## config.mk

```make
export PLATFORM = sky130hd
export DESIGN_NAME = ps2_key_fifo
export DESIGN_NICKNAME = d
export VERILOG_FILES = /design/src/rtl/ps2_key_fifo.sv
export SDC_FILE = /design/constraint.sdc
export NUM_CORES = 1
export LEC_CHECK = 0
export ABC_AREA = 1
export CAP_MARGIN = 40
export CORE_AREA = 4 4 62 70
export CTS_CLUSTER_DIAMETER = 80
export CTS_CLUSTER_SIZE = 28
export DETAILED_ROUTE_END_ITERATION = 8
export DIE_AREA = 0 0 66 74
export GPL_TIMING_DRIVEN = 0
export PLACE_DENSITY = 0.74
export SYNTH_ARGS = -nofsm -noshare
export SYNTH_HDL_FRONTEND = slang
export SYNTH_SLANG_ARGS = --single-unit
```

## constraint.sdc

```tcl
create_clock -name clk -period 2.4 [get_ports clk]
set_input_delay 0.6 -clock clk [delete_from_list [all_inputs] [get_ports clk]]
set_output_delay 0.6 -clock clk [all_outputs]
set_load 0.01 [all_outputs]
```

## src/rtl/ps2_key_fifo.sv

```systemverilog
// PS/2 key word -> 2048 game command decoder with a show-ahead command FIFO polled over MIO_BUS.
// Latency: ps2_ready sampled at edge N+1 -> entry visible after edge N+2. Optional PS2_TYPEMATIC_FILTER_EN drops auto-repeats.
// Backpressure: none upstream; a push into a full FIFO without a pop is dropped and sets sticky overflow.
module ps2_key_fifo #(
  parameter int DEPTH  = 4,
  parameter int ADDR_W = 2
) (
  input  logic        clk,
  input  logic        rst,
  input  logic        ps2_ready,
  input  logic [9:0]  ps2_key,
  input  logic        rd_en,
  input  logic        clr,
  output logic        key_valid,
  output logic [2:0]  key_code,
  output logic        overflow,
  output logic [31:0] bus_word
);

  localparam logic [ADDR_W:0] FULL_CNT = (ADDR_W+1)'(DEPTH);

  // Arrow/WASD keys map regardless of the E0 prefix; only R requires a plain scan code.
  function automatic logic [2:0] decode(input logic ext, input logic [7:0] scan);
    logic [2:0] c;
    c = 3'd0;
    case (scan)
      8'h1D, 8'h75: c = 3'd1;
      8'h1B, 8'h72: c = 3'd2;
      8'h1C, 8'h6B: c = 3'd3;
      8'h23, 8'h74: c = 3'd4;
      8'h2D:        c = ext ? 3'd0 : 3'd5;
      default:      c = 3'd0;
    endcase
    return c;
  endfunction

  logic [2:0]        dec_code;
  logic              dec_brk;
  logic              dec_vld;
  logic [2:0]        mem [DEPTH];
  logic [ADDR_W-1:0] wr_ptr;
  logic [ADDR_W-1:0] rd_ptr;
  logic [ADDR_W:0]   count;
  logic              full;
  logic              filter_ok;
  logic              push_req;
  logic              do_push;
  logic              do_pop;
  logic [7:0]        count8;

  always_ff @(posedge clk or posedge rst) begin
    if (rst) begin
      dec_code <= 3'd0;
      dec_brk  <= 1'b0;
      dec_vld  <= 1'b0;
    end else if (clr) begin
      dec_vld  <= 1'b0;
    end else begin
      dec_vld <= ps2_ready;
      if (ps2_ready) begin
        dec_code <= decode(ps2_key[9], ps2_key[7:0]);
        dec_brk  <= ps2_key[8];
      end
    end
  end

`ifdef PS2_TYPEMATIC_FILTER_EN
  logic [7:0] held;

  assign filter_ok = ~held[dec_code];

  always_ff @(posedge clk or posedge rst) begin
    if (rst) begin
      held <= 8'd0;
    end else if (clr) begin
      held <= 8'd0;
    end else if (dec_vld && dec_code != 3'd0) begin
      held[dec_code] <= ~dec_brk;
    end
  end
`else
  assign filter_ok = 1'b1;
`endif

  assign full      = (count == FULL_CNT);
  assign key_valid = (count != '0);
  assign push_req  = dec_vld & ~dec_brk & (dec_code != 3'd0) & filter_ok;
  assign do_pop    = rd_en & key_valid;
  // A pop frees the slot in the same cycle, so a full FIFO still accepts a concurrent push.
  assign do_push   = push_req & (~full | do_pop);

  always_ff @(posedge clk or posedge rst) begin
    if (rst) begin
      wr_ptr   <= '0;
      rd_ptr   <= '0;
      count    <= '0;
      overflow <= 1'b0;
    end else if (clr) begin
      wr_ptr   <= '0;
      rd_ptr   <= '0;
      count    <= '0;
      overflow <= 1'b0;
    end else begin
      if (do_push) wr_ptr <= wr_ptr + ADDR_W'(1);
      if (do_pop)  rd_ptr <= rd_ptr + ADDR_W'(1);
      if (push_req && full && !do_pop) overflow <= 1'b1;
      case ({do_push, do_pop})
        2'b10:   count <= count + (ADDR_W+1)'(1);
        2'b01:   count <= count - (ADDR_W+1)'(1);
        default: count <= count;
      endcase
    end
  end

  always_ff @(posedge clk) begin
    if (do_push && !clr) mem[wr_ptr] <= dec_code;
  end

  assign key_code = key_valid ? mem[rd_ptr] : 3'd0;
  assign count8   = 8'(count);
  assign bus_word = {key_valid, overflow, 6'b0, count8, 13'b0, key_code};

endmodule

```

==> run summary <==
Max-Cap Viols - 0
number of synthesized flops with an enable pin - 12
Placer Congestion - 0.747
Via density - 4.08
DR vias - 1262
Hold Path Stages - 2
first-pass GRT wire length - 4600 um
Compound-Gate Fraction of Synth Area - 6.08%
final hold slack - 0.526 ns
initial drt markers - 59
CP startpoint - count[0]
CTS Hold Buffers Added - 0
die height - 74 um
layout cells sized above 1 - 19.3%
DRC violations left - 0
TritonCTS clock tree - yes
Die Wd - 66 um
Area growth, synth to finish - 30.3%
PwrDens - 558 nW/um^2
final slew viol count - 0
fillcell total - 335
leakage - 1.11 nW
final setup vio count - 0
FF/Latch Area - 687 sq um
Starting Density - 45.2%
dpl hpwl - 2220 um
final worst setup slack - 0.149 ns
H-tree levels - 1
I/O Pins - 52
worst reg2reg path depth - 13
First-pass DRT Iterations - 4
initial antenna violation count - 0
Synth Area in Simple Gates - 26.3%
Crit path arrival time - 1.65 ns
worst skew pair latency - 0.27 ns
Post-synth top flop - dfrtp_1
core area - 3600 sq um
worst reg2reg setup slack - 0.45 ns
Worst-path clk slew - 0.09 ns
Buffers on Ports - 27
Worst Setup Start Kind - register
CTS Root Buffer Type - clkbuf_8
Synth Area in Adders - 4.31%
grt total ovfl - 0
setup TNS - 0 ns
commonest non-fill, non-tap cell in the layout - nand2_1
wire per inst - 8.62 um
critical path class - reg2out
final period utilization - 93.8%
YS warnings - 0
Critical R2R Capture - count[2]
DIE AREA - 4880 sq um
ANT cells - 0
worst r2r src - count[0]
cell area after synthesis - 1630 sq um
post-route ant nets - 0
clk buf depth - 2
largest family of logic cells by synthesized area - simple AND/OR/NAND/NOR gates
Worst Path Required - 1.80 ns
utilization after layout - 58.9%
Num CTS Buffers - 3
post-synthesis mux area share - 0%
Worst Tran Pin Value - 0.508 ns
area of the multi-input gates - 694 sq um
Post-Synth XOR/XNOR Area - 0.539%
#FFs+latches synth - 25
final hold viol count - 0
minimum clock period after layout - 2.25 ns
TritonCTS Sinks - 25
RSZ-0062 raised after global routing - no
number of library cell types mapped by synthesis - 25
status - finished clean
most frequent cells in the layout - nand2_1 (39), nor2_1 (32), buf_4 (32), inv_1 (24), conb_1 (24)
GRT Util Overall - 12.2%
asr flop ratio synth - 52.0%
worst slack, placed - 0.0421 ns
synthesized instance count - 203
synthesized area per cell - 8.01 sq um
DRT Wirelength - 2660 um
Slew headroom - 66.1%
crit path to - key_code[0]
peak supply drop - 0.194 mV
Critical Path End Type - output pin
row count - 23
Worst Hold Class - reg2reg
fmax - 444 MHz
Critical Path Fanout Max - 5
Worst Skew - 0.00671 ns
post-synthesis sequential area ratio - 42.2%
final net count - 280
largest net degree at the start of global routing - 16
vias in the first global route - 1100
-- cell usage after synthesis (2+ instances only) --
master / n / area (sq um)
nand2_4: 3 / 33.8
inv_1: 25 / 93.8
nand2_1: 39 / 146
inv_2: 3 / 11.3
a21oi_2: 2 / 17.5
nand3_1: 9 / 45.0
nand3_2: 2 / 20.0
buf_4: 29 / 218
edfxtp_1: 12 / 360
a21oi_1: 4 / 20.0
dfrtp_1: 13 / 325
ha_1: 4 / 50.1
nor3_1: 2 / 10.0
o21ai_0: 11 / 55.1
nand4_1: 3 / 18.8
nor2_1: 32 / 120
nand3b_1: 2 / 15.0
-- logic make-up after synthesis --
group           after synthesis
simple gates                 94
flops                        25
other cells                   1
xor+xnor                      1
buf+inv                      59
fa+ha+maj                     5
compound gates               18
-- registers in the layout, indices dropped and copies added, names as in the netlist --
signal,flops
dec_code,3
dec_brk,1
overflow,1
rd_ptr,2
count,3
mem,12
wr_ptr,2
dec_vld,1
-- metal layers --
metal / global-route usage (%) / part of all wire (%) / up-vias
met5: 0 / 0 / -
met4: 8.13 / 2.7 / 0
met3: 1.96 / 6.0 / 4
met2: 21.9 / 52 / 33
met1: 13.2 / 40 / 530
li1: - / - / 695
-- final cells by class --
cell class,count,share of cell area [%]
Buffer,30,10.6
Multi-Input combinational cell,142,32.8
Clock inverter,1,0.354
Timing Repair Buffer,29,13.6
Sequential cell,25,32.4
Inverter,29,5.26
Clock buffer,3,1.95
Tap cell,50,2.95
-- through the flow --
stage	total power, W	cell area, sq um	std cells
6_report	0.00118	2120	309
2_1_floorplan	0.000779	1710	226
3_5_place_dp	0.000943	2040	303
5_1_grt	0.00127	2120	309
4_1_cts	0.00119	2100	308
3_3_place_gp	0.000939	2040	303
-- power by group --
group          total [W]  internal, W  leakage, nW  switching (W)
Combinational   0.000440     0.000223        0.804       0.000218
Sequential      0.000493     0.000468        0.288      0.0000255
Clock           0.000247     0.000118       0.0217       0.000130
Total            0.00118     0.000808         1.11       0.000373
-- timing repair --
action | CTS | global route
pin swaps | 3 | 1
setup endpoints to repair | 6 | 3
setup buffers | 1 | 1
resized for setup | 7 | 3
-- worst min-delay path by stage --
stage                  start        to  slack, ns
floorplan                rst  count[0]       0.48
global placement    overflow  overflow       0.50
detailed placement  overflow  overflow       0.51
CTS                 overflow  overflow       0.53
global route         dec_brk   dec_brk       0.57
finish              overflow  overflow       0.53
-- critical path: stages (launching register included) --
cell	delay, ns
dfrtp_2	0.46
nor2_4	0.16
nand2_4	0.08
inv_1	0.09
a21oi_1	0.06
buf_4	0.13
buf_4	0.11
dlygate4sd2_1	0.27
No activity file was read; power rests on OpenSTA's default activity.
